### src/rtl/elevator_ctrl.sv
// elevator_ctrl: single-car, 8-floor elevator controller.
// Floor requests are queued in arrival order; the car steps one floor per
// clock toward the oldest outstanding request and pops it on arrival.
module elevator_ctrl #(
  parameter int QUEUE_DEPTH = 8
) (
  input  logic       i_clk,
  input  logic       i_rst,
  input  logic       i_button_pressed,
  input  logic [2:0] i_button_value,
  output logic [2:0] o_floor
);

  localparam int PW = $clog2(QUEUE_DEPTH);
  localparam int CW = $clog2(QUEUE_DEPTH + 1);
  localparam logic [PW-1:0] LAST_PTR = PW'(QUEUE_DEPTH - 1);
  localparam logic [CW-1:0] DEPTH_C  = CW'(QUEUE_DEPTH);

  typedef enum logic [1:0] {
    IDLE,
    MOVING_UP,
    MOVING_DOWN
  } state_e;

  logic [2:0]    mem_q [QUEUE_DEPTH];
  logic [2:0]    mem_d [QUEUE_DEPTH];
  logic [PW-1:0] rd_ptr_q, rd_ptr_d;
  logic [PW-1:0] wr_ptr_q, wr_ptr_d;
  logic [CW-1:0] count_q, count_d;
  logic [2:0]    floor_q, floor_d;

  state_e     state;
  logic       pop;
  logic       push;
  logic       empty;
  logic       full;
  logic [2:0] head;
  logic [2:0] second;

  function automatic logic [PW-1:0] next_ptr(input logic [PW-1:0] p);
    return (p == LAST_PTR) ? '0 : p + PW'(1);
  endfunction

  assign empty  = (count_q == '0);
  assign full   = (count_q == DEPTH_C);
  assign head   = mem_q[rd_ptr_q];
  assign second = mem_q[next_ptr(rd_ptr_q)];

  // Motion decode from queue contents before this edge's enqueue; on arrival
  // the head is popped and the direction comes from the entry behind it.
  always_comb begin
    state = IDLE;
    pop   = 1'b0;
    if (!empty) begin
      if (floor_q != head) begin
        state = (head > floor_q) ? MOVING_UP : MOVING_DOWN;
      end else begin
        pop = 1'b1;
        if ((count_q > CW'(1)) && (second != floor_q)) begin
          state = (second > floor_q) ? MOVING_UP : MOVING_DOWN;
        end
      end
    end
  end

  // Next floor, queue pointers, occupancy and storage.
  always_comb begin
    floor_d  = floor_q;
    mem_d    = mem_q;
    rd_ptr_d = rd_ptr_q;
    wr_ptr_d = wr_ptr_q;
    count_d  = count_q;
    push     = i_button_pressed && (!full || pop);

    unique case (state)
      MOVING_UP:   floor_d = floor_q + 3'd1;
      MOVING_DOWN: floor_d = floor_q - 3'd1;
      default:     floor_d = floor_q;
    endcase

    if (push) begin
      mem_d[wr_ptr_q] = i_button_value;
      wr_ptr_d        = next_ptr(wr_ptr_q);
    end
    if (pop) begin
      rd_ptr_d = next_ptr(rd_ptr_q);
    end

    unique case ({push, pop})
      2'b10:   count_d = count_q + CW'(1);
      2'b01:   count_d = count_q - CW'(1);
      default: count_d = count_q;
    endcase
  end

  // State registers with asynchronous reset.
  always_ff @(posedge i_clk or posedge i_rst) begin
    if (i_rst) begin
      floor_q  <= '0;
      rd_ptr_q <= '0;
      wr_ptr_q <= '0;
      count_q  <= '0;
      for (int unsigned i = 0; i < QUEUE_DEPTH; i++) begin
        mem_q[i] <= '0;
      end
    end else begin
      floor_q  <= floor_d;
      rd_ptr_q <= rd_ptr_d;
      wr_ptr_q <= wr_ptr_d;
      count_q  <= count_d;
      mem_q    <= mem_d;
    end
  end

  // Floor output straight from its register.
  always_comb begin
    o_floor = floor_q;
  end

endmodule

### config.mk
export PLATFORM = sky130hd
export DESIGN_NAME = elevator_ctrl
export DESIGN_NICKNAME = d
export VERILOG_FILES = /design/src/rtl/elevator_ctrl.sv
export SDC_FILE = /design/constraint.sdc
export NUM_CORES = 1
export LEC_CHECK = 0
export BUFFER_PORTS_ARGS = -buffer_cell sky130_fd_sc_hd__buf_2
export CELL_PAD_IN_SITES_DETAIL_PLACEMENT = 0
export CELL_PAD_IN_SITES_GLOBAL_PLACEMENT = 1
export CORE_ASPECT_RATIO = 0.6
export CORE_MARGIN = 2
export CORE_UTILIZATION = 50
export CTS_BUF_LIST = sky130_fd_sc_hd__clkbuf_8
export CTS_CLUSTER_SIZE = 28
export DETAILED_ROUTE_END_ITERATION = 6
export GPL_TIMING_DRIVEN = 0
export PLACE_DENSITY = 0.79
export SYNTH_ARGS = -nofsm -noshare
export SYNTH_HDL_FRONTEND = slang
export SYNTH_SLANG_ARGS = --single-unit
### constraint.sdc
create_clock -name i_clk -period 5.2 [get_ports i_clk]
set_input_delay 0.52 -clock i_clk [delete_from_list [all_inputs] [get_ports i_clk]]
set_output_delay 0.52 -clock i_clk [all_outputs]
set_load 0.03 [all_outputs]
Yosys cells after proc, flatten, opt, wreduce, memory -nomap -nowiden

Index checks and enable logic that the tools add are counted.

Equality and inequality tests: 9
Reduce and logical (&&, ||, !) cells: 8
Add/subtract/negate cells: 6
Multiplexer cells: 20
Bitwise operators: 3
Order comparisons: 7

Operators by type and width:

| operator              | count |
|---|---|
| $bwmux W24            | 1 |
| $mux W3               | 7 |
| $bmux W3 S3           | 2 |
| $ge A4 B4 Y1 const B  | 3 |
| $not A3 Y4            | 3 |
| $mux W2               | 5 |
| $add A3 B1 Y3 const B | 3 |
| $demux W3 S3          | 1 |
| $pmux W4 S2           | 1 |
| $eq A3 B3 Y1 const B  | 2 |
| $gt A3 B3 Y1          | 2 |
| $ne A3 B3 Y1          | 2 |
| $pmux W3 S2           | 1 |
| $add A4 B1 Y4 const B | 1 |
| $eq A2 B1 Y1 const B  | 2 |
| $eq A2 B2 Y1 const B  | 2 |
| $eq A4 B4 Y1 const B  | 1 |
| $gt A4 B1 Y1 const B  | 1 |
| $logic_not A4 Y1      | 1 |
| $lt A4 B1 Y1 const B  | 1 |
| $reduce_bool A2 Y1    | 2 |
| $sub A4 B1 Y4 const B | 1 |
| $logic_and A1 B1 Y1   | 3 |
| $sub A3 B1 Y3 const B | 1 |
| 3 further kinds       | 4 |

Logic and storage cells: 65
Output and inout bits: 3
Bits of input ports: 6
Flip-flop bits (word level): 37

Logic depth before layout (Yosys ltp)

Gate-level depths: netlist of run 1.

Word-level depth: 13
Depth in mapped cells: 16
Depth with buffers taken out: 16

Least setup slack after synthesis of run 1

Ideal clock, no wire load.

Path type: flip-flop to flip-flop
From: reg rd_ptr_q[0]
To: reg floor_q[2] (netlist: o_floor[2])
Library setup time: 0.123 ns
Arrival: 3.639 ns
Data required time: 5.077 ns
Cell stages (with the launch flop): 17
Period minus slack after synthesis: 3.762 ns
Path slack: 1.438 ns
Buffers on the path: 0
Path through: dfrtp_1 ha_1 ha_1 nor2_2 mux4_2 mux2_2 ha_1 nand2_1 o21ai_0 a31oi_1 or3b_2 ha_1 inv_1 fa_1 xor2_1 nor2_1 xnor2_1

Word-level cells in the longest chain between the ends: 13
Elaborated cells between the ends (all ways): 25
Those cells by class: add/sub (1); order compare (2); eq/ne (5); mux (13); bitwise (2); reduce/logical (2)

Ends and longest elaborated chain:

| element                                                  | line   | source |
|---|---|---|
| start: declaration                                       | 27     | `logic [PW-1:0] rd_ptr_q, rd_ptr_d;` |
| start signal: assignment                                 | 108    | `rd_ptr_q <= rd_ptr_d;` |
| $add A3 B1 Y3 / $eq A3 B3 Y1 (equally long branches)     | 41     | `return (p == LAST_PTR) ? '0 : p + PW'(1);` |
| $mux W3                                                  | 41     |  |
| $not A3 Y4 (not written as such)                         | 47     | `assign second = mem_q[next_ptr(rd_ptr_q)];` |
| $bmux W3 S3                                              | 47     |  |
| $mux W3 (not written as such) (2 in series)              | 47     |  |
| $gt A3 B3 Y1 / $ne A3 B3 Y1 (equally long branches)      | 60, 59 |  |
| $mux W2 / $logic_and A1 B1 Y1 (equally long branches)    | 60, 59 |  |
| $mux W2                                                  | 59     | `if ((count_q > CW'(1)) && (second != floor_q)) begin` |
| $mux W2 (*)                                              | 55     | `if (floor_q != head) begin` |
| $mux W2 (*)                                              | 54     | `if (!empty) begin` |
| $eq A2 B2 Y1 / $eq A2 B1 Y1 (equally long branches)      | 75     | `unique case (state)` |
| $pmux W3 S2 / $reduce_bool A2 Y1 (equally long branches) | n/a    |  |
| end signal: assignment                                   | 107    | `floor_q <= floor_d;` |
| end: declaration                                         | 30     | `logic [2:0] floor_q, floor_d;` |

Mark *: on every way between the ends. The rest lies on a longest branch, timed or not. The select of a mux whose other input is x is not followed.
A chain may end at the register's enable or synchronous reset.

Worst setup path after layout of run 1

Same ends and word-level chain as after synthesis.

==> results of run 1 <==
-- stage by stage --
stage | area [um^2] | hold WS [ns] | util, % | instances | setup slack [ns]
after floorplan | 2200 | 0.492 | - | 164 | 1.44
after global placement | 2320 | 0.511 | 55.6 | 232 | 1.20
after detailed placement | 2340 | 0.516 | 56.2 | 233 | 1.10
after CTS | 2430 | 0.306 | 58.4 | 241 | 1.08
after global routing | 2430 | 0.345 | 58.4 | 241 | 0.855
final | 2430 | 0.300 | 58.4 | 241 | 1.14
-- cells in the final DEF, fill, tap and decap left out, drive strengths merged --
cell type / count
a21oi: 3
ha: 15
nand3b: 2
clkinv: 3
o21ai: 3
inv: 8
nor3b: 4
mux4: 12
nand3: 6
nand2: 4
dfrtp: 37
nor3: 1
or4: 1
nor2: 9
or3b: 1
mux2: 34
and3: 1
fa: 1
a31oi: 1
mux2i: 4
o22ai: 1
xor2: 3
xnor2: 4
buf: 11
nor2b: 1
clkbuf: 6
nand4b: 1
or3: 2
o311ai: 1
nor4b: 1
-- sequential cells by signal, indices dropped and copies added, names as in the netlist --
register,count
count_q,4
mem_q,24
wr_ptr_q,3
rd_ptr_q,3
o_floor,3
-- final timing paths --
kind,to,slack [ns],startpoint,cells after the start
worst max-delay path,o_floor[2]$_DFFE_PP0P_,1.14,rd_ptr_q[0]$_DFFE_PP0P_,16
max in group asynchronous,mem_q[23]$_DFFE_PP0P_,4.35,i_rst,3
worst min-delay path,wr_ptr_q[0]$_DFFE_PP0P_,0.30,i_rst,2
worst min register to register,mem_q[9]$_DFFE_PP0P_,0.54,mem_q[9]$_DFFE_PP0P_,1
min in group i_clk,mem_q[9]$_DFFE_PP0P_,0.54,mem_q[9]$_DFFE_PP0P_,1
worst max register to register,o_floor[2]$_DFFE_PP0P_,1.14,rd_ptr_q[0]$_DFFE_PP0P_,16
-- final cells by class --
class | instances | area (um^2)
Fill cell | 331 | 1730
Multi-Input combinational cell | 116 | 1230
Sequential cell | 37 | 926
Tap cell | 60 | 75.1
Clock buffer | 5 | 68.8
Timing Repair Buffer | 9 | 67.6
Inverter | 8 | 30.0
Clock inverter | 3 | 22.5
Buffer | 3 | 12.5
-- cells by family after synthesis --
group	Yosys count
mux	50
flops	37
simple gates	34
fa+ha+maj	16
buf+inv	11
compound gates	9
xor+xnor	7
-- per-layer routing --
metal  up-vias  track usage [%]
met5         -                0
met4         0             4.90
met3         2             5.23
met2        29             27.1
met1       697             32.2
li1        647                -
==> metrics.yaml, run 1 <==
yosys:
  synth-simple-area-share_pct: 9.44
  synth_edf_count: 0
  synth_top_family_by_area: "multiplexers"
  synthAdderAreaFrac_pct: 9.44
  synthFlopType: "dfrtp_1"
  synth_area_leaders: "dfrtp_1 (42%), mux2_2 (16%), mux4_2 (12%)"
  synth_async_sr_flop_share_pct: 100
  synth_top_area_share_pct: 42.1
  synth-compound-area-share_pct: 2.33
  yosys.cell_count.top_type: "dfrtp_1"
  synth_common_cells: "dfrtp_1 (37), mux2_2 (31), ha_1 (15)"
  syn_nets: 186
  synthMuxAreaShare_pct: 32.0
  synth_cells: 164
  synth-seq-cells: 37
  avgSynthCellArea_um2: 13.4
  ys_warn_count: 0
  yosysUniqueCellTypes: 32
  synth_xor_area_share_pct: 2.79
  yosys.area.top_type: "dfrtp_1"
  seq_area_frac_synth_pct: 42.1
  synthesis.area_um2: 2200
layout:
  drive_gt1_share_pct: 38.7
  areaGrowthSynthToFinish_pct: 10.6
  antenna_cells: 0
  fin_nets: 202
critical_path:
  arrival_ns: 4.23
  required_ns: 5.37
  cp_cell_sequence: "ha_1 -> ha_1 -> nor2_2 -> mux4_2 -> mux2_2 -> ha_1 -> nand2_1 -> o21ai_0 -> a31oi_1 -> or3b_2 -> ha_1 -> inv_1 -> fa_1 -> xor2_1 -> nor2_1 -> xnor2_1"
  cpPeakStageDelay_ns: 0.57
  endpoint_kind: "flip-flop"
  critPathBufInv: 1
  startpoint_type: "flip-flop"
  criticalPathCategory: "flip-flop to flip-flop"
  crit_top_cell: "ha_1"
  worst_path_dominant_cell_family: "adder cells"
  cp_slowest_cell: "mux4_2"
  path_max_fanout: 7
sta:
  max_freq_ghz: 0.246
  rsz0062_at_grt: "no"
  setup-tns-final_ns: 0
  tightestPinTransition_ns: 0.629
  finClkSkew_ns: 0.00726
  finalHoldViolCount: 0
  timing.slew.headroom_pct: 58.0
  period_needed_ns: 4.06
  post-route-period-util_pct: 78.1
  drv_slew: 0
  finalSetupViolCount: 0
detailed_routing:
  postRouteAntennaNets: 0
  drc_errors: 0
  drt_first_pass_iters: 4
  dr.max_layer_used: "met4"
  wl_met1_um: 2250
  vias: 1375
  post_drt_wl_per_cell_um: 17.9
  met3RoutedLength_um: 171
  viasPerCell: 5.71
  wirelength_um: 4310
  first_iter_violations: 87
  wl_met2_um: 1880
clocking:
  cts_max_level: 2
  cts_tree: "done"
  postCtsSetupBuffers: 0
  cts.sinks: 37
  clock_latency_ns: 0.28
  post_cts_resized: 0
  cts_root_buffer: "clkbuf_8"
  postCtsHoldBufs: 0
  path_clk_slew_ns: 0.08
  clk_path_buf_depth: 2
  cts_made_buffers: 5
die:
  fp.dieH_um: 55.4
  start_util_pct: 52.8
  ios: 9
  core_area_um2: 4170
  dieArea_um2: 4970
  dieWidth_um: 89.7
  fp-row-count: 18
global_route:
  grt.total_usage_pct: 20.1
  grt_pass1_wl_um: 7360
  antenna_found_initial: 0
  grt_pass1_vias: 1440
  grt_max_degree: 26
  grt_overflow_total: 0
place:
  io_buffers: 8
  post-dp-hpwl_um: 3390
  routabilityCongestion: 0.838
run_status:
  status: "finished, final reports clean"
hold_path:
  worstHoldPathType: "input pin to async pin"
flow_run:
  maxCapViolCount: 0
Power of run 1 is left out: the tool's default activity adds up to more than one toggle a clock period on the data nets, which glitch-free logic cannot reach.
==> inputs of run 2 (changes only) <==
ABC_AREA = 1   (was unset)
CORE_UTILIZATION = 47   (was 50)
PLACE_DENSITY = 0.83   (was 0.79)
clock period = 3.8 ns   (was 5.2 ns; I/O delays follow)
==> metrics.yaml, run 2 <==
critical_path:
  rr_worst_depth: 23
  required_ns: 4.02
  path_max_fanout: 10
  cp_cell_sequence: "ha_1 -> ha_1 -> inv_1 -> nand2_2 -> buf_6 -> nand2_1 -> nand3_1 -> nand3_1 -> nand2_1 -> ha_1 -> nand2_1 -> nand2_1 -> nor2_1 -> inv_1 -> nand2_1 -> nand2_1 -> nand2_1 -> ha_1 -> inv_1 -> fa_1 -> or2_2 -> nand2_1 -> xor2_1"
  crit_top_cell: "nand2_1"
  reg2reg_from: "rd_ptr_q[0]$_DFFE_PP0P_"
  criticalPathCategory: "flip-flop to flip-flop"
  regToRegSetupSlack_ns: 0.45
  endpoint_kind: "flip-flop"
  arrival_ns: 3.57
  r2r-end: "o_floor[2]$_DFFE_PP0P_"
  startpoint_type: "flip-flop"
  cpPeakStageDelay_ns: 0.40
  cp_slowest_cell: "dfrtp_1"
layout:
  areaGrowthSynthToFinish_pct: 7.62
  reg_top3: "mem_q (24), count_q (4)"
  stdcell_count: 435
  drive_gt1_share_pct: 9.49
  largest_reg_flops: 24
  largest-register: "mem_q"
  final_common_cell: "nand2_1"
  layout_common_cells: "nand2_1 (131), dfrtp_1 (37), inv_1 (36), nand3_1 (31)"
  stdcell_area_um2: 2720
  antenna_cells: 0
  fin_nets: 391
place:
  post-dp-hpwl_um: 4860
  routabilityCongestion: 0.878
  io_buffers: 4
  dp_cells: 428
  dpl_cell_area_um2: 2630
clocking:
  cts_max_level: 2
  clock_latency_ns: 0.29
  clk_path_buf_depth: 2
  cts_tree: "done"
  cts_root_buffer: "clkbuf_8"
  path_clk_slew_ns: 0.08
  cts_made_buffers: 5
  postCtsHoldBufs: 0
  post_cts_resized: 0
  postCtsSetupBuffers: 0
  cts.sinks: 37
die:
  dieWidth_um: 98.7
  fp-row-count: 20
  core_area_um2: 5130
  dieArea_um2: 6000
  ios: 9
  fp.dieH_um: 60.8
  start_util_pct: 49.3
detailed_routing:
  first_iter_violations: 250
  drt_first_pass_iters: 5
  post_drt_wl_per_cell_um: 14.6
  wirelength_um: 6340
  postRouteAntennaNets: 0
  drc_errors: 0
  vias: 2320
  viasPerCell: 5.33
yosys:
  synth-seq-cells: 37
  avgSynthCellArea_um2: 7.07
  syn_nets: 380
  synth_common_cells: "nand2_1 (131), dfrtp_1 (37), inv_1 (37)"
  synthesis.area_um2: 2530
  yosys.cell_count.top_type: "nand2_1"
  synthFlopType: "dfrtp_1"
  synth_top_area_share_pct: 36.6
  seq_area_frac_synth_pct: 36.6
  synth_edf_count: 0
  ys_warn_count: 0
  yosysUniqueCellTypes: 25
  synth_async_sr_flop_share_pct: 100
  synth_area_leaders: "dfrtp_1 (37%), nand2_1 (19%), ha_1 (7.4%)"
  yosys.area.top_type: "dfrtp_1"
  synth_cells: 358
sta:
  finalHoldViolCount: 0
  max_freq_ghz: 0.299
  finClkSkew_ns: 0.00788
  finalSetupViolCount: 0
  post-route-period-util_pct: 88.1
  whs_ns: 0.229
  rsz0062_at_grt: "no"
  timing.slew.headroom_pct: 46.8
  tightestPinTransition_ns: 0.797
  drv_slew: 0
  setup-tns-final_ns: 0
  period_needed_ns: 3.35
global_route:
  grt_pass1_wl_um: 10500
  grt.total_usage_pct: 23.0
  antenna_found_initial: 0
  grt_pass1_vias: 2021
  grt_overflow_total: 0
  grt_max_degree: 38
run_status:
  status: "finished, final reports clean"
flow_run:
  maxCapViolCount: 0
hold_path:
  worstHoldPathType: "input pin to async pin"
-- run 2: cell types whose count changed in the layout (fill, tap and decap cells not counted), sizes merged, moves of 3 or more --
cell,before,now
nand2,4,132
mux2,34,0
inv,8,38
nand3,6,35
nand4,0,25
nor2,9,28
o21ai,3,17
mux4,12,0
clkbuf,6,11
buf,11,15
mux2i,4,0
nor3b,4,0
clkinv,3,0
-- run 2: logic make-up after synthesis --
family	after synthesis	synth area share (%)
xor gates and xnor gates	5	1.73
AOI/OAI and AO/OA	22	4.55
buffers and inverters	54	9.59
DFF	37	36.6
adders and majority gates	16	8.21
and+or+nand+nor	224	39.3
-- run 2: worst max-delay path, delay by kind of cell, from the launching register on --
kind	cells	cell delay, ns
buffers and inverters	4	0.35
flip-flops	1	0.40
adder cells (fa/ha/maj)	5	1.22
AND/OR/NAND/NOR	13	1.18
XOR/XNOR	1	0.13
-- run 2: final cells by class --
class,instances,area (um^2)
Multi-Input combinational cell,267,1360
Inverter,38,143
Sequential cell,37,926
Fill cell,517,2410
Tap cell,66,82.6
Timing Repair Buffer,4,20.0
Clock buffer,6,82.6
Buffer,16,100
Clock inverter,1,7.51
-- run 2: how the worst max path moves through the flow --
stage / slack [ns] / start / to
floorplan: 0.74 / rd_ptr_q[0]$_DFFE_PP0P_ / o_floor[2]$_DFFE_PP0P_
global placement: 0.52 / rd_ptr_q[0]$_DFFE_PP0P_ / o_floor[2]$_DFFE_PP0P_
detailed placement: 0.49 / rd_ptr_q[0]$_DFFE_PP0P_ / o_floor[2]$_DFFE_PP0P_
CTS: 0.46 / rd_ptr_q[0]$_DFFE_PP0P_ / o_floor[2]$_DFFE_PP0P_
global route: 0.17 / rd_ptr_q[0]$_DFFE_PP0P_ / o_floor[2]$_DFFE_PP0P_
finish: 0.45 / rd_ptr_q[0]$_DFFE_PP0P_ / o_floor[2]$_DFFE_PP0P_
-- run 2: per-stage QoR --
step                worst slack (ns)  utilization, %
global placement               0.522            51.3
global route                   0.166            53.1
detailed placement             0.488            51.3
floorplan                      0.742               -
finish                         0.450            53.1
CTS                            0.458            53.1
-- run 2: per-layer routing --
metal / GRT usage (%) / share of wire, % / vias up
li1: - / - / 1171
met3: 5.18 / 8.2 / 5
met1: 38.6 / 55 / 1065
met2: 29.4 / 36 / 79
met4: 3.52 / 0.57 / 0
met5: 0 / 0 / -
Power of run 2 is left out for the same reason.
